<file path="src/rtl/ctrl_pkg.sv">
// Shared control-word layout for the RV32I decoder and the control pipeline.
// Field indices, ALU op encodings and the per-stage control/register structs.
package ctrl_pkg;

  localparam int unsigned CTRL_WIDTH = 16;

  localparam int unsigned IDX_RSVD_LSB   = 9;
  localparam int unsigned IDX_IS_JAL     = 8;
  localparam int unsigned IDX_ALUOP_MSB  = 7;
  localparam int unsigned IDX_ALUOP_LSB  = 6;
  localparam int unsigned IDX_ALUSRC     = 5;
  localparam int unsigned IDX_IS_BRANCH  = 4;
  localparam int unsigned IDX_MEM_RE     = 3;
  localparam int unsigned IDX_MEM_WE     = 2;
  localparam int unsigned IDX_REG_WR_EN  = 1;
  localparam int unsigned IDX_MEM_TO_REG = 0;

  typedef enum logic [1:0] {
    AluopAdd   = 2'b00,
    AluopSltu  = 2'b01,
    AluopFunct = 2'b10
  } aluop_e;

  typedef struct packed {
    logic reg_wr_en;
    logic is_mem_to_reg;
  } wb_ctrl_t;

  typedef struct packed {
    logic     is_branch;
    logic     mem_re;
    logic     mem_we;
    wb_ctrl_t wb;
  } mem_ctrl_t;

  typedef struct packed {
    logic       is_jal;
    logic [1:0] aluop;
    logic       alusrc;
    mem_ctrl_t  mem;
  } ex_ctrl_t;

  typedef struct packed {
    logic       valid;
    logic [4:0] rd;
    ex_ctrl_t   ctrl;
  } ex_stage_t;

  typedef struct packed {
    logic       valid;
    logic [4:0] rd;
    mem_ctrl_t  ctrl;
  } mem_stage_t;

  typedef struct packed {
    logic       valid;
    logic [4:0] rd;
    wb_ctrl_t   ctrl;
  } wb_stage_t;

endpackage

</file>
<file path="src/rtl/hazard_unit.sv">
// Load-use hazard detection: a load in EX whose rd feeds the instruction in ID.
module hazard_unit (
  input  logic       ex_valid_i,
  input  logic       ex_mem_re_i,
  input  logic [4:0] ex_rd_i,
  input  logic       id_valid_i,
  input  logic [4:0] id_rs1_i,
  input  logic [4:0] id_rs2_i,
  output logic       hazard_o
);

  always_comb begin
    hazard_o = ex_valid_i & ex_mem_re_i & (ex_rd_i != 5'd0) & id_valid_i &
               ((ex_rd_i == id_rs1_i) | (ex_rd_i == id_rs2_i));
  end

endmodule

</file>
<file path="src/rtl/ctrl_pipe.sv">
// Carries the decoded control word through EX, MEM and WB, inserting bubbles for
// load-use hazards, branch flushes and data-memory stalls.
module ctrl_pipe
  import ctrl_pkg::*;
#(
  parameter int unsigned CTRL_WIDTH = ctrl_pkg::CTRL_WIDTH
) (
  input  logic                  i_clk,
  input  logic                  i_rst_n,
  input  logic [CTRL_WIDTH-1:0] i_ctrl,
  input  logic                  i_id_valid,
  input  logic [4:0]            i_id_rd,
  input  logic [4:0]            i_id_rs1,
  input  logic [4:0]            i_id_rs2,
  input  logic                  i_flush,
  input  logic                  i_mem_stall,
  output logic                  o_id_stall,
  output logic                  o_ex_valid,
  output logic                  o_ex_is_jal,
  output logic [1:0]            o_ex_aluop,
  output logic                  o_ex_alusrc,
  output logic [4:0]            o_ex_rd,
  output logic                  o_mem_valid,
  output logic                  o_mem_is_branch,
  output logic                  o_mem_re,
  output logic                  o_mem_we,
  output logic [4:0]            o_mem_rd,
  output logic                  o_wb_valid,
  output logic                  o_wb_reg_wr_en,
  output logic                  o_wb_is_mem_to_reg,
  output logic [4:0]            o_wb_rd
);

  ex_stage_t  ex_q, ex_d, ex_in;
  mem_stage_t mem_q, mem_d;
  wb_stage_t  wb_q, wb_d;
  logic       flush_pend_q, flush_pend_d;
  logic       hazard, flush_eff;
  logic       unused_rsvd;

  assign unused_rsvd = ^i_ctrl[CTRL_WIDTH-1:IDX_RSVD_LSB];

  hazard_unit u_hazard_unit (
    .ex_valid_i  (ex_q.valid),
    .ex_mem_re_i (ex_q.ctrl.mem.mem_re),
    .ex_rd_i     (ex_q.rd),
    .id_valid_i  (i_id_valid),
    .id_rs1_i    (i_id_rs1),
    .id_rs2_i    (i_id_rs2),
    .hazard_o    (hazard)
  );

  // A flush seen while memory is stalled is held until the stall releases.
  assign flush_eff  = (i_flush | flush_pend_q) & ~i_mem_stall;
  assign o_id_stall = i_mem_stall | (hazard & ~flush_eff);

  always_comb begin
    ex_in                        = '0;
    ex_in.valid                  = 1'b1;
    ex_in.rd                     = i_id_rd;
    ex_in.ctrl.is_jal            = i_ctrl[IDX_IS_JAL];
    ex_in.ctrl.aluop             = i_ctrl[IDX_ALUOP_MSB:IDX_ALUOP_LSB];
    ex_in.ctrl.alusrc            = i_ctrl[IDX_ALUSRC];
    ex_in.ctrl.mem.is_branch     = i_ctrl[IDX_IS_BRANCH];
    ex_in.ctrl.mem.mem_re        = i_ctrl[IDX_MEM_RE];
    ex_in.ctrl.mem.mem_we        = i_ctrl[IDX_MEM_WE];
    ex_in.ctrl.mem.wb.reg_wr_en  = i_ctrl[IDX_REG_WR_EN];
    ex_in.ctrl.mem.wb.is_mem_to_reg = i_ctrl[IDX_MEM_TO_REG];
  end

  always_comb begin
    ex_d         = ex_q;
    mem_d        = mem_q;
    wb_d         = wb_q;
    flush_pend_d = flush_pend_q;
    if (i_mem_stall) begin
      // EX and MEM freeze; WB takes a bubble so nothing writes back twice.
      wb_d         = '0;
      flush_pend_d = flush_pend_q | i_flush;
    end else begin
      flush_pend_d = 1'b0;
      mem_d.valid  = ex_q.valid;
      mem_d.rd     = ex_q.rd;
      mem_d.ctrl   = ex_q.ctrl.mem;
      wb_d.valid   = mem_q.valid;
      wb_d.rd      = mem_q.rd;
      wb_d.ctrl    = mem_q.ctrl.wb;
      if (flush_eff || hazard || !i_id_valid) begin
        ex_d = '0;
      end else begin
        ex_d = ex_in;
      end
    end
  end

  always_ff @(posedge i_clk or negedge i_rst_n) begin
    if (!i_rst_n) begin
      ex_q         <= '0;
      mem_q        <= '0;
      wb_q         <= '0;
      flush_pend_q <= 1'b0;
    end else begin
      ex_q         <= ex_d;
      mem_q        <= mem_d;
      wb_q         <= wb_d;
      flush_pend_q <= flush_pend_d;
    end
  end

  assign o_ex_valid         = ex_q.valid;
  assign o_ex_is_jal        = ex_q.ctrl.is_jal;
  assign o_ex_aluop         = ex_q.ctrl.aluop;
  assign o_ex_alusrc        = ex_q.ctrl.alusrc;
  assign o_ex_rd            = ex_q.rd;
  assign o_mem_valid        = mem_q.valid;
  assign o_mem_is_branch    = mem_q.ctrl.is_branch;
  assign o_mem_re           = mem_q.ctrl.mem_re;
  assign o_mem_we           = mem_q.ctrl.mem_we;
  assign o_mem_rd           = mem_q.rd;
  assign o_wb_valid         = wb_q.valid;
  assign o_wb_reg_wr_en     = wb_q.ctrl.reg_wr_en;
  assign o_wb_is_mem_to_reg = wb_q.ctrl.is_mem_to_reg;
  assign o_wb_rd            = wb_q.rd;

endmodule

</file>
<file path="config.mk">
export PLATFORM = sky130hd
export DESIGN_NAME = ctrl_pipe
export DESIGN_NICKNAME = d
export VERILOG_FILES = /design/src/rtl/ctrl_pkg.sv /design/src/rtl/hazard_unit.sv /design/src/rtl/ctrl_pipe.sv
export SDC_FILE = /design/constraint.sdc
export NUM_CORES = 1
export LEC_CHECK = 0
export BUFFER_PORTS_ARGS = -buffer_cell sky130_fd_sc_hd__clkbuf_2
export CORE_ASPECT_RATIO = 0.8
export CORE_MARGIN = 3
export CORE_UTILIZATION = 48
export CTS_BUF_LIST = sky130_fd_sc_hd__clkbuf_16
export DETAILED_ROUTE_END_ITERATION = 10
export GPL_ROUTABILITY_DRIVEN = 0
export HOLD_SLACK_MARGIN = 0.06
export PLACE_DENSITY = 0.79
export SLEW_MARGIN = 20
export SYNTH_ARGS = -nofsm -noshare
export SYNTH_HDL_FRONTEND = slang
export SYNTH_SLANG_ARGS = --single-unit
</file>
<file path="constraint.sdc">
create_clock -name i_clk -period 2.1 [get_ports i_clk]
set_input_delay 0.105 -clock i_clk [delete_from_list [all_inputs] [get_ports i_clk]]
set_output_delay 0.105 -clock i_clk [all_outputs]
set_load 0.01 [all_outputs]
</file>
-- Word level (Yosys, flattened, before mapping)
Index checks and enable logic that the tools add are counted.
- word-level logic and storage cells: 42
- input bits: 36
- register bits: 35
- output and inout port bits: 28
- bitwise operators: 11
- muxes and demuxes: 3
- reduce and logical (&&, ||, !) cells: 4
- eq/ne operators: 2
- operator list (kind ; number):
    15-bit two-way mux ; 1
    5-bit == test ; 2
    8-bit two-way mux ; 1
    1-bit AND ; 6
    5-bit nonzero test ; 1
    1-bit bitwise OR ; 3
    1-bit logical OR ; 2
    1-bit NOT ; 2
    1-bit logical NOT ; 1
    1-bit two-way mux ; 1

-- Logic depth before layout (Yosys ltp)
- depth in word-level cells: 7
- depth in mapped cells: 5
- depth with buffers taken out: 4

-- By module
Synthesis repeated with hierarchy kept, for this count alone.
- cell total of the unflattened synthesis: 124
- area, all modules: 1599.0 µm²
- by module, submodules not included (module ; sequential area each (µm²) ; cells an instance ; area each (µm²) ; instances):
    ctrl_pipe ; 875.8 ; 107 ; 1470.2 ; 1
    hazard_unit ; 0.0 ; 17 ; 128.9 ; 1

-- Least setup slack after synthesis
Ideal clock, no wire load.
- kind: register to register
- from: register ex_q (netlist bit o_ex_rd[0])
- to: register ex_q (netlist bit o_ex_aluop[0])
- cell stages (with the launch flop): 6
- required time: 2.017 ns
- arrival: 1.535 ns
- setup slack: 0.482 ns
- library setup time: 0.083 ns
- path buffers: 1
- clock period less this slack: 1.618 ns
- cell sequence: dfrtp_1 or4_4 o2111ai_4 buf_6 a32oi_1 o21ai_0
- word-level cells in the longest chain between the ends: 7
- elaborated cells between the ends (all ways): 10
- classes of those cells: eq/ne (2); mux (1); bitwise (4); reduce/logical (3)
- ends and longest elaborated chain (what ; line ; RTL):
    start: declaration ; ctrl_pipe.sv:34 ; ex_stage_t ex_q, ex_d, ex_in;
    start signal: assignment ; ctrl_pipe.sv:98 ; ex_q <= '0;
    start signal: assignment ; ctrl_pipe.sv:103 ; ex_q <= ex_d;
    5-bit nonzero test ; hazard_unit.sv:13 ; hazard_o = ex_valid_i & ex_mem_re_i & (ex_rd_i != 5'd0) & id_valid_i &
    1-bit AND (2 in a row) ; hazard_unit.sv:13 ;
    1-bit AND * ; hazard_unit.sv:13 ;
    1-bit logical OR * (2 in a row) ; ctrl_pipe.sv:88 ; if (flush_eff || hazard || !i_id_valid) begin
    15-bit two-way mux * ; ctrl_pipe.sv:88 ;
Mark *: on every way between the ends. The rest lies on a longest branch, timed or not.
A chain may end at the register's enable or synchronous reset.

-- Worst setup path in the final report
- from: register ex_q (netlist bit o_ex_rd[0])
- to: output o_id_stall
- word-level cells in the longest chain between the ends: 6
- elaborated cells between the ends (all ways): 9
- classes of those cells: eq/ne (2); bitwise (6); reduce/logical (1)
- ends and longest elaborated chain (what ; line ; RTL):
    5-bit nonzero test ; hazard_unit.sv:13 ;
    1-bit AND (2 in a row) ; hazard_unit.sv:13 ;
    1-bit AND * ; hazard_unit.sv:13 ;
    1-bit AND * ; ctrl_pipe.sv:55 ; assign o_id_stall = i_mem_stall | (hazard & ~flush_eff);
    1-bit bitwise OR * ; ctrl_pipe.sv:55 ;
    end: declaration ; ctrl_pipe.sv:17 ; output logic o_id_stall,
Marks and branches as above.

==> impl_metrics.ini <==
[min_path]
hold_class = in -> reg
min_from = i_ctrl[1]
min_to = ex_q[1]
hold_depth = 3

[critical_path]
cp_top_family = simple AND/OR/NAND/NOR gates
r2r-start = o_ex_rd[0]
crit_fanout = 6
rrSetupSlack_ns = 0.20
slowest_delay_ns = 0.58
worstPathRequired_ns = 2.00
rr_worst_depth = 6
cpMaxStageDelayCell = or4_4
critPathLaunchType = register
path_class = reg -> out
r2r-end = o_ex_rd[2]
arrival_ns = 1.92
crit_chain = or4_4 > o2111ai_4 > nor3_1 > a21o_1 > clkbuf_2
path_buf_inv = 1
end_kind = output pin

[grt]
gr-total-overflow = 0
grt_max_degree = 37
grt_pass1_wl_mm = 5.93
antenna_found_initial = 0
grt_util_all_layers_pct = 18.7
grt_pass1_vias = 1303

[clock_tree]
cts_root_buf = clkbuf_16
cts-htree-levels = 2
clk-insertion-delay-late_ns = 0.28
cts_tree = done
clkTransAtPathRegs_ns = 0.05
cts_sinks = 35
clk_path_buf_depth = 2
numCtsBuffers = 5
cts_resized = 0

[logic_synthesis]
ys_seq_area_share_pct = 53.0
synth.avg_cell_area_um2 = 11.7
synth-async-reset-ratio_pct = 100
synthTopCellsByCount = 35 x dfrtp_1, 16 x nand2_1, 14 x a32oi_1, 12 x buf_4, 12 x o21ai_0
synth_nets = 177
yosys.area_share.simple_pct = 8.78
synthesis.area_um2 = 1650
synthAdderAreaFrac_pct = 0
yosysTopAreaCellShare_pct = 53.0
synthCells = 141
synthXorXnorAreaFrac_pct = 5.30
yosysWarnings = 0
yosysMostFrequentCell = dfrtp_1
synth_edf_count = 0
synth_compound_area_share_pct = 15.3
ys_types = 23
synth_top_area_cell = dfrtp_1
ys_top_cells_by_area = dfrtp_1 53%, mux2_2 7.5%, a32oi_1 7.4%
synth_flop_cell = dfrtp_1
synth_seq_cells = 35
synth_top_family_by_area = compound AO/OA/AOI/OAI gates
synthMuxAreaShare_pct = 7.49

[timing]
post-route-period-util_pct = 96.2
rsz0062_at_grt = false
skew_ns = 0.00620
drv_slew = 0
hold_viol_final = 0
setup_tns_ns = 0
worstMarginPinSlew_ns = 0.844
clock.fmax_mhz = 495
period_needed_ns = 2.02
slew_headroom_pct = 43.7
setup_viol = 0

[placed_design]
hpwl_mm = 2.59
place_area_um2 = 1860
port_buffers = 56

[floorplan]
core_um2 = 3200
fp.dieArea_um2 = 4190
rows = 18
io_pins = 64
die_y_um = 58.5
die_width_um = 71.6
start_util_pct = 51.7

[routing]
via_count = 1272
routed_via_density = 5.48
ant_nets = 0
drt-initial-drc-count = 55
dr.pass1.iters = 4
drc = 0
wire_per_inst_um = 15.4
wirelength_mm = 3.57

[run_status]
status = completed

[power_and_ir_drop]
internal-power_w = 0.00142
p_switching_w = 0.000446
power_leakage_nw = 0.994
peakVddDrop_mv = 0.557
swShare_pct = 23.9
clock_power_share_pct = 43.7
seqPwrFrac_pct = 42.4
cellPowerDensity_nw_per_um2 = 907
comb_power_share_pct = 13.9

[layout]
fin_area_um2 = 2050
drive_gt1_share_pct = 43.2
antenna_cells = 0
syn2layout_area_growth_pct = 24.3
fin_nets = 227

[flow_run]
max_cap_violations = 0
[worst min-delay path, stage by stage]
cell      delay (ns)
clkbuf_2        0.09
nand2_1         0.05
o21ai_0         0.06
[metrics by stage]
step	worst slack [ns]	std cells	hold WS (ns)	total power, W	util (%)
2_1_floorplan	0.482	141	-0.191	0.000966	-
3_3_place_gp	0.277	221	0.219	0.00104	58.3
3_5_place_dp	0.237	221	0.250	0.00106	58.3
4_1_cts	0.0844	232	0.0611	0.00189	64.2
5_1_grt	0.0194	232	0.0648	0.00196	64.2
6_report	0.0797	232	0.0693	0.00186	64.2
[cell families after synthesis]
group	after synthesis
AO/OA/AOI/OAI	34
multiplexers	11
XOR/XNOR	10
flip-flops	35
AND/OR/NAND/NOR	29
buffers and inverters	22
[routing by layer]
metal,part of all wire [%],vias up,GRT usage (%)
li1,-,592,-
met3,8.2,7,7.51
met1,42,618,22.6
met2,48,55,30.4
met5,0,-,0
met4,1.8,0,6.70
[layout by cell type (no fill, tap or decap), drive strengths merged, types with 6 or more instances in the layout]
cell type / n
o21ai: 15
buf: 6
mux2: 11
nor2b: 8
a32oi: 14
dfrtp: 35
clkbuf: 61
nand2: 16
xnor2: 10
[power groups by stage]
stage                     Clock (W)  Sequential, W  Combinational (W)
after floorplan                   0       0.000799           0.000167
after global placement            0       0.000796           0.000247
after detailed placement          0       0.000801           0.000259
after CTS                  0.000838       0.000790           0.000263
after global routing       0.000873       0.000798           0.000285
final                      0.000815       0.000790           0.000260
[timing repair]
| action | CTS | global route |
|---|---|---|
| setup buffers | 1 | 0 |
| hold endpoints to repair | 36 | 0 |
| hold buffers | 2 | 0 |
| endpoints found under the setup margin | 1 | 0 |
[how the worst max path moves through the flow]
| stage | depth (start not counted) | end | start | slack (ns) |
|---|---|---|---|---|
| finish | 5 | o_id_stall | o_ex_rd[0] | 0.08 |
| global route | 5 | o_id_stall | o_ex_rd[0] | 0.02 |
| CTS | 5 | o_id_stall | o_ex_rd[0] | 0.08 |
| detailed placement | 5 | o_ex_rd[2] | o_ex_rd[0] | 0.24 |
| global placement | 5 | o_id_stall | o_ex_rd[0] | 0.28 |
| floorplan | 5 | o_ex_aluop[0] | o_ex_rd[0] | 0.48 |
[cell type report]
cell class | instances | area, um^2
fillers | 247 | 1140
well taps | 40 | 50.0
clock inverters | 3 | 38.8
flip-flops and latches | 35 | 876
multi-input cells | 84 | 616
inverters | 1 | 3.75
clock buffers | 5 | 125
repair buffers | 64 | 345
Note: power is estimated with default switching activity, not from simulation.
